--- src/rtl/serial_add_pkg.sv ---
// -----------------------------------------------------------------------------
// serial_add_pkg
// Shared types and constants for the bit-serial adder sequencer.
//   state_t   : FSM state encoding (2 bits, code 2'b11 unused)
//   DEFAULT_W : default operand/result width
// -----------------------------------------------------------------------------
package serial_add_pkg;

   localparam int DEFAULT_W = 8;

   typedef enum logic [1:0] {
      ST_IDLE = 2'd0,
      ST_RUN  = 2'd1,
      ST_DONE = 2'd2
   } state_t;

endpackage : serial_add_pkg

--- src/rtl/serial_add_ctrl_if.sv ---
// -----------------------------------------------------------------------------
// serial_add_ctrl_if
// Request/result bundle between an issuing master and the serial adder.
//   start      : request a new addition (master -> slave)
//   opA, opB   : W-bit operands          (master -> slave)
//   cin        : carry-in                (master -> slave)
//   busy       : bits being processed    (slave -> master)
//   done       : one-cycle result pulse  (slave -> master)
//   sum, cout  : registered result       (slave -> master)
// -----------------------------------------------------------------------------
interface serial_add_ctrl_if
   import serial_add_pkg::*;
#(
   parameter int W = DEFAULT_W
) ();

   logic         start;
   logic [W-1:0] opA;
   logic [W-1:0] opB;
   logic         cin;
   logic         busy;
   logic         done;
   logic [W-1:0] sum;
   logic         cout;

   modport master (
      output start, opA, opB, cin,
      input  busy, done, sum, cout
   );

   modport slave (
      input  start, opA, opB, cin,
      output busy, done, sum, cout
   );

endinterface : serial_add_ctrl_if

--- src/rtl/serial_add_ctrl_full_gate.sv ---
// -----------------------------------------------------------------------------
// full_gate
// Single 1-bit full-adder cell.
//   inA, inB : addend bits
//   Cin      : carry in
//   outS2    : sum bit
//   Cout0    : carry out
// -----------------------------------------------------------------------------
module full_gate (
   input  logic inA,
   input  logic inB,
   input  logic Cin,
   output logic outS2,
   output logic Cout0
);

   assign outS2 = inA ^ inB ^ Cin;
   assign Cout0 = (inA & inB) | (inA & Cin) | (inB & Cin);

endmodule : full_gate

--- src/rtl/serial_add_ctrl.sv ---
// -----------------------------------------------------------------------------
// serial_add_ctrl
// Bit-serial adder sequencer: one full_gate cell is time-multiplexed over
// W-bit operands, LSB first, with the carry held in a flop between bits.
// {cout,sum} = opA + opB + cin after W RUN cycles, followed by a one-cycle
// DONE state. Back-to-back issue is accepted from DONE.
//   clk : system clock, rising edge
//   rst : synchronous active-high reset
//   bus : serial_add_ctrl_if.slave (start/opA/opB/cin in, busy/done/sum/cout out)
// -----------------------------------------------------------------------------
module serial_add_ctrl
   import serial_add_pkg::*;
#(
   parameter  int W     = DEFAULT_W,
   localparam int CNT_W = (W > 1) ? $clog2(W) : 1
) (
   input  logic             clk,
   input  logic             rst,
   serial_add_ctrl_if.slave bus
);

   state_t             state_q, state_d;
   logic [W-1:0]       a_sh_q, b_sh_q, s_sh_q;
   logic [W-1:0]       sum_q;
   logic               carry_q, cout_q;
   logic [CNT_W-1:0]   cnt_q;

   logic               fa_s, fa_c;
   logic               load;
   logic               last_bit;
   logic [W:0]         s_ext;

   full_gate full_gate_0 (
      .inA   (a_sh_q[0]),
      .inB   (b_sh_q[0]),
      .Cin   (carry_q),
      .outS2 (fa_s),
      .Cout0 (fa_c)
   );

   // A new request is only accepted when no addition is in flight.
   assign load     = bus.start && ((state_q == ST_IDLE) || (state_q == ST_DONE));
   assign last_bit = (cnt_q == CNT_W'(W - 1));
   // New sum bit enters at the MSB; slicing [W:1] keeps this legal for W=1.
   assign s_ext    = {fa_s, s_sh_q};

   // ---------------- state register ----------------
   // NOTE: sequential state is written with non-blocking assignments only, so
   // every flop samples pre-edge values regardless of process ordering.
   always_ff @(posedge clk) begin
      if (rst) state_q <= ST_IDLE;
      else     state_q <= state_d;
   end

   // ---------------- next-state logic ----------------
   // NOTE: state_d is given a default before the case so no path leaves it
   // unassigned, which would otherwise infer a latch.
   always_comb begin
      state_d = state_q;
      case (state_q)
         ST_IDLE: if (bus.start) state_d = ST_RUN;
         ST_RUN:  if (last_bit)  state_d = ST_DONE;
         ST_DONE: state_d = bus.start ? ST_RUN : ST_IDLE;
         default: state_d = ST_IDLE;
      endcase
   end

   // ---------------- outputs (registered state decode only) ----------------
   always_comb begin
      bus.busy = (state_q == ST_RUN);
      bus.done = (state_q == ST_DONE);
   end

   assign bus.sum  = sum_q;
   assign bus.cout = cout_q;

   // ---------------- datapath ----------------
   always_ff @(posedge clk) begin
      if (rst) begin
         a_sh_q  <= '0;
         b_sh_q  <= '0;
         s_sh_q  <= '0;
         sum_q   <= '0;
         carry_q <= 1'b0;
         cout_q  <= 1'b0;
         cnt_q   <= '0;
      end else if (load) begin
         a_sh_q  <= bus.opA;
         b_sh_q  <= bus.opB;
         carry_q <= bus.cin;
         cnt_q   <= '0;
      end else if (state_q == ST_RUN) begin
         a_sh_q  <= a_sh_q >> 1;
         b_sh_q  <= b_sh_q >> 1;
         s_sh_q  <= s_ext[W:1];
         carry_q <= fa_c;
         // Counter parks at 0 on the final bit so W=1 never leaves 0.
         cnt_q   <= last_bit ? '0 : cnt_q + 1'b1;
         if (last_bit) begin
            sum_q  <= s_ext[W:1];
            cout_q <= fa_c;
         end
      end
   end

endmodule : serial_add_ctrl
--- src/flat_wrapper.sv ---
// flat-port wrapper written by rule: the top's interface ports become plain ports
module serial_add_ctrl_flat import serial_add_pkg::*;
#(
   parameter  int W     = DEFAULT_W,
   localparam int CNT_W = (W > 1) ? $clog2(W) : 1
)
  (clk, rst, bus_start, bus_opA, bus_opB, bus_cin, bus_busy, bus_done, bus_sum, bus_cout);
  serial_add_ctrl_if #(.W(W)) bus_i ();
  input  logic clk;
  input  logic rst;
  input wire logic [$bits(bus_i.start)-1:0] bus_start;
  input wire logic [$bits(bus_i.opA)-1:0] bus_opA;
  input wire logic [$bits(bus_i.opB)-1:0] bus_opB;
  input wire logic [$bits(bus_i.cin)-1:0] bus_cin;
  output wire logic [$bits(bus_i.busy)-1:0] bus_busy;
  output wire logic [$bits(bus_i.done)-1:0] bus_done;
  output wire logic [$bits(bus_i.sum)-1:0] bus_sum;
  output wire logic [$bits(bus_i.cout)-1:0] bus_cout;
  assign bus_i.start = bus_start;
  assign bus_i.opA = bus_opA;
  assign bus_i.opB = bus_opB;
  assign bus_i.cin = bus_cin;
  assign bus_busy = bus_i.busy;
  assign bus_done = bus_i.done;
  assign bus_sum = bus_i.sum;
  assign bus_cout = bus_i.cout;
  serial_add_ctrl #(.W(W)) u_core (.clk(clk), .rst(rst), .bus(bus_i));
endmodule
--- config.mk ---
export PLATFORM = sky130hd
export DESIGN_NAME = serial_add_ctrl_flat
export DESIGN_NICKNAME = d
export VERILOG_FILES = /design/src/rtl/serial_add_pkg.sv /design/src/rtl/serial_add_ctrl_if.sv /design/src/rtl/serial_add_ctrl_full_gate.sv /design/src/rtl/serial_add_ctrl.sv /design/src/flat_wrapper.sv
export SDC_FILE = /design/constraint.sdc
export NUM_CORES = 1
export LEC_CHECK = 0
export CAP_MARGIN = 20
export CORE_MARGIN = 2
export CORE_UTILIZATION = 30
export CTS_CLUSTER_DIAMETER = 80
export DETAILED_ROUTE_END_ITERATION = 8
export PLACE_DENSITY = 0.61
export REMOVE_ABC_BUFFERS = 1
export SYNTH_ARGS = -nofsm -noshare
export SYNTH_HDL_FRONTEND = slang
export SYNTH_SLANG_ARGS = --single-unit
--- constraint.sdc ---
create_clock -name clk -period 1.67 [get_ports clk]
set_input_delay 0.334 -clock clk [delete_from_list [all_inputs] [get_ports clk]]
set_output_delay 0.334 -clock clk [all_outputs]
set_load 0.02 [all_outputs]
==> results.sh <==
export IMPL_grt_pass1_vias=1171
export IMPL_drv_slew=0
export IMPL_drc=0
export IMPL_fin_crit_sh_pct=95.0
export IMPL_final_area_sq_um=1980
export IMPL_coreArea_sq_um=4720
export IMPL_ant_nets=0
export IMPL_clock_skew_ns=0.00861
export IMPL_ys_seq_area_share_pct=51.4
export IMPL_power_leakage_nw=0.698
export IMPL_status="finished, final reports clean"
export IMPL_dieWidth_um=74.2
export IMPL_yosysTopAreaCellShare_pct=51.4
export IMPL_final_cells=266
export IMPL_area_growth_pct=33.8
export IMPL_synth_commonest_cells="dfxtp_1 (38), nand2_1 (35), a21oi_1 (33)"
export IMPL_post_synth_cell_area_avg_sq_um=8.65
export IMPL_crit_chain="clkdlybuf4s50_1"
export IMPL_antenna_found_initial=0
export IMPL_register_area_sq_um=761
export IMPL_cts_tree="yes"
export IMPL_cts_made_buffers=5
export IMPL_place_area_sq_um=1870
export IMPL_powerDensity_nw_per_um2=997
export IMPL_n_antenna_cell=0
export IMPL_pwr_share_comb_pct=10.8
export IMPL_start_kind="flop"
export IMPL_grt_max_degree=39
export IMPL_p_int_mw=1.52
export IMPL_vias=1254
export IMPL_syn_inst=171
export IMPL_p_sw_mw=0.449
export IMPL_peakVddDrop_v=0.000348
export IMPL_yosysMostFrequentCell="dfxtp_1"
export IMPL_top_layer_used="met4"
export IMPL_end_kind="output pin"
export IMPL_critPathBufInv=1
export IMPL_synth_async_reset_ratio_pct=0
export IMPL_p_sw_share_pct=22.8
export IMPL_drv_cap=0
export IMPL_clock_sinks=38
export IMPL_met1_length_mm=1.57
export IMPL_crit_fanout=2
export IMPL_worstMarginPinSlew_ns=0.402
export IMPL_firstDrtPassIters=4
export IMPL_htree_levels=2
export IMPL_synth_area_top_cells="dfxtp_1 (51%), a21oi_1 (11%), nand2_1 (8.9%)"
export IMPL_setup_viol=0
export IMPL_wl_met2_mm=1.41
export IMPL_slowest_delay_ns=0.61
export IMPL_worst_ep_required_time_ns=1.34
export IMPL_wl_met3_um=147
export IMPL_grt_pass1_wl_mm=5.37
export IMPL_path_class="flop to output pin"
export IMPL_rows=25
export IMPL_cts_clk_slew_worst_paths_ns=0.08
export IMPL_viasPerCell=4.71
export IMPL_cts_root_buffer="clkbuf_8"
export IMPL_synth_warnings=0
export IMPL_fp_dieArea_sq_um=5510
export IMPL_wire_per_inst_um=12.1
export IMPL_start_util_pct=31.3
export IMPL_wirelength_mm=3.21
export IMPL_synth_edff_count=0
export IMPL_clk_path_buf_depth=2
export IMPL_synth_cell_types=23
export IMPL_worstPathArrival_ns=1.25
export IMPL_p_clk_share_pct=40.5
export IMPL_synth_ff_type="dfxtp_1"
export IMPL_drive_gt1_share_pct=7.04
export IMPL_nFillCells=492
export IMPL_first_iter_violations=109
export IMPL_cp_top_family="buffers and inverters"
export IMPL_synth_cell_area_sq_um=1480
export IMPL_grt_use_total_pct=12.9
export IMPL_fmax_mhz=631
export IMPL_nNetsFinal=222
export IMPL_dp_cells=259
export IMPL_layout_setup_ws_ns=0.0842
export IMPL_hp_class="flop to flop"
export IMPL_slew_headroom_pct=73.1
export IMPL_period_minus_slack_ns=1.59
export IMPL_preCtsSetupSlack_ns=0.173
export IMPL_hold_violations=0
export IMPL_place_hpwl_mm=1.98
export IMPL_timing_hold_ws_ns=0.453
export IMPL_pwr_share_seq_pct=48.7
export IMPL_clock_latency_ns=0.30
export IMPL_place_gp_congestion=0.687
export IMPL_multi_input_area_sq_um=646
export IMPL_fin_total_pwr_mw=1.97
export IMPL_num_io_pins=31
export IMPL_grt_overflow_total=0
export IMPL_synth_top_area_cell="dfxtp_1"
export IMPL_crit_slowest_cell="clkdlybuf4s50_1"
export IMPL_fp_dieH_um=74.2
export IMPL_port_buffers=30
export IMPL_rsz0062_at_grt="false"
export IMPL_synth_seq_cells=38
==> state kept, by name (all words and copies together), names as in the netlist <==
| signal | flops |
|---|---|
| u_core.a_sh_q | 8 |
| u_core.b_sh_q | 8 |
| u_core.bus.cout | 1 |
| u_core.bus.sum | 8 |
| u_core.carry_q | 1 |
| u_core.cnt_q | 3 |
| u_core.s_sh_q | 7 |
| u_core.state_q | 2 |
==> worst paths after layout <==
path                                        start                end  slack [ns]  cells after the start
worst max-delay path            u_core.bus.sum[0]         bus_sum[0]        0.08                      1
worst min-delay path            u_core.bus.sum[4]  u_core.bus.sum[4]        0.45                      2
worst max register to register    u_core.cnt_q[0]    u_core.cnt_q[0]        0.29                      4
worst min register to register  u_core.bus.sum[4]  u_core.bus.sum[4]        0.45                      2
==> layer usage <==
layer	global-route usage, %	vias up
li1	-	648
met1	16.4	571
met2	19.4	27
met3	3.66	8
met4	7.74	0
met5	0	-
==> what timing repair did <==
| item | CTS | global route |
|---|---|---|
| hold buffers | 0 | 0 |
| hold endpoints to repair | 0 | 0 |
| gates resized for setup | 2 | 0 |
| buffers inserted | 0 | 0 |
| endpoints found under the setup margin | 2 | 0 |
==> cells by family (layout without fill, tap and decap cells) <==
kind of cell	Yosys count	count (layout)	synth area share, %
adders and majority gates	3	3	3.05
muxes	2	2	1.35
and+or+nand+nor	63	63	19.1
AOI/OAI and AO/OA	50	50	20.1
DFF	38	38	51.4
buffers and inverters	15	43	4.91
==> cell type report <==
cell class,count,area share [%]
inverter,1,0.190
tap,67,4.24
clock buffer,6,4.17
multi-input combinational,118,32.6
sequential,38,38.4
clock inverter,1,1.52
timing repair buffer,35,18.8
==> layout by cell type, fill, tap and decap left out, drive strengths merged, types with 5 or more instances in the layout <==
cell / netlist / final
a21oi: 33 / 33
a22oi: 15 / 15
buf: 10 / 5
clkbuf: 4 / 6
clkdlybuf4s50: 0 / 28
dfxtp: 38 / 38
nand2: 35 / 35
nand3: 17 / 17
==> power by group through the flow <==
stage                     sequential [mW]  combinational [mW]  clock [mW]
after floorplan                     0.977              0.0975           0
after global routing                0.967               0.237       0.861
after CTS                           0.961               0.216       0.825
after detailed placement            0.982               0.217           0
after global placement              0.981               0.216           0
final                               0.961               0.213       0.799
==> stage by stage <==
stage / util, % / setup TNS [ns]
floorplan: - / -0.133
global placement: 39.6 / 0
detailed placement: 39.6 / 0
CTS: 41.9 / 0
global route: 41.9 / 0
finish: 41.9 / 0
Power figures use the tool's default switching activity.
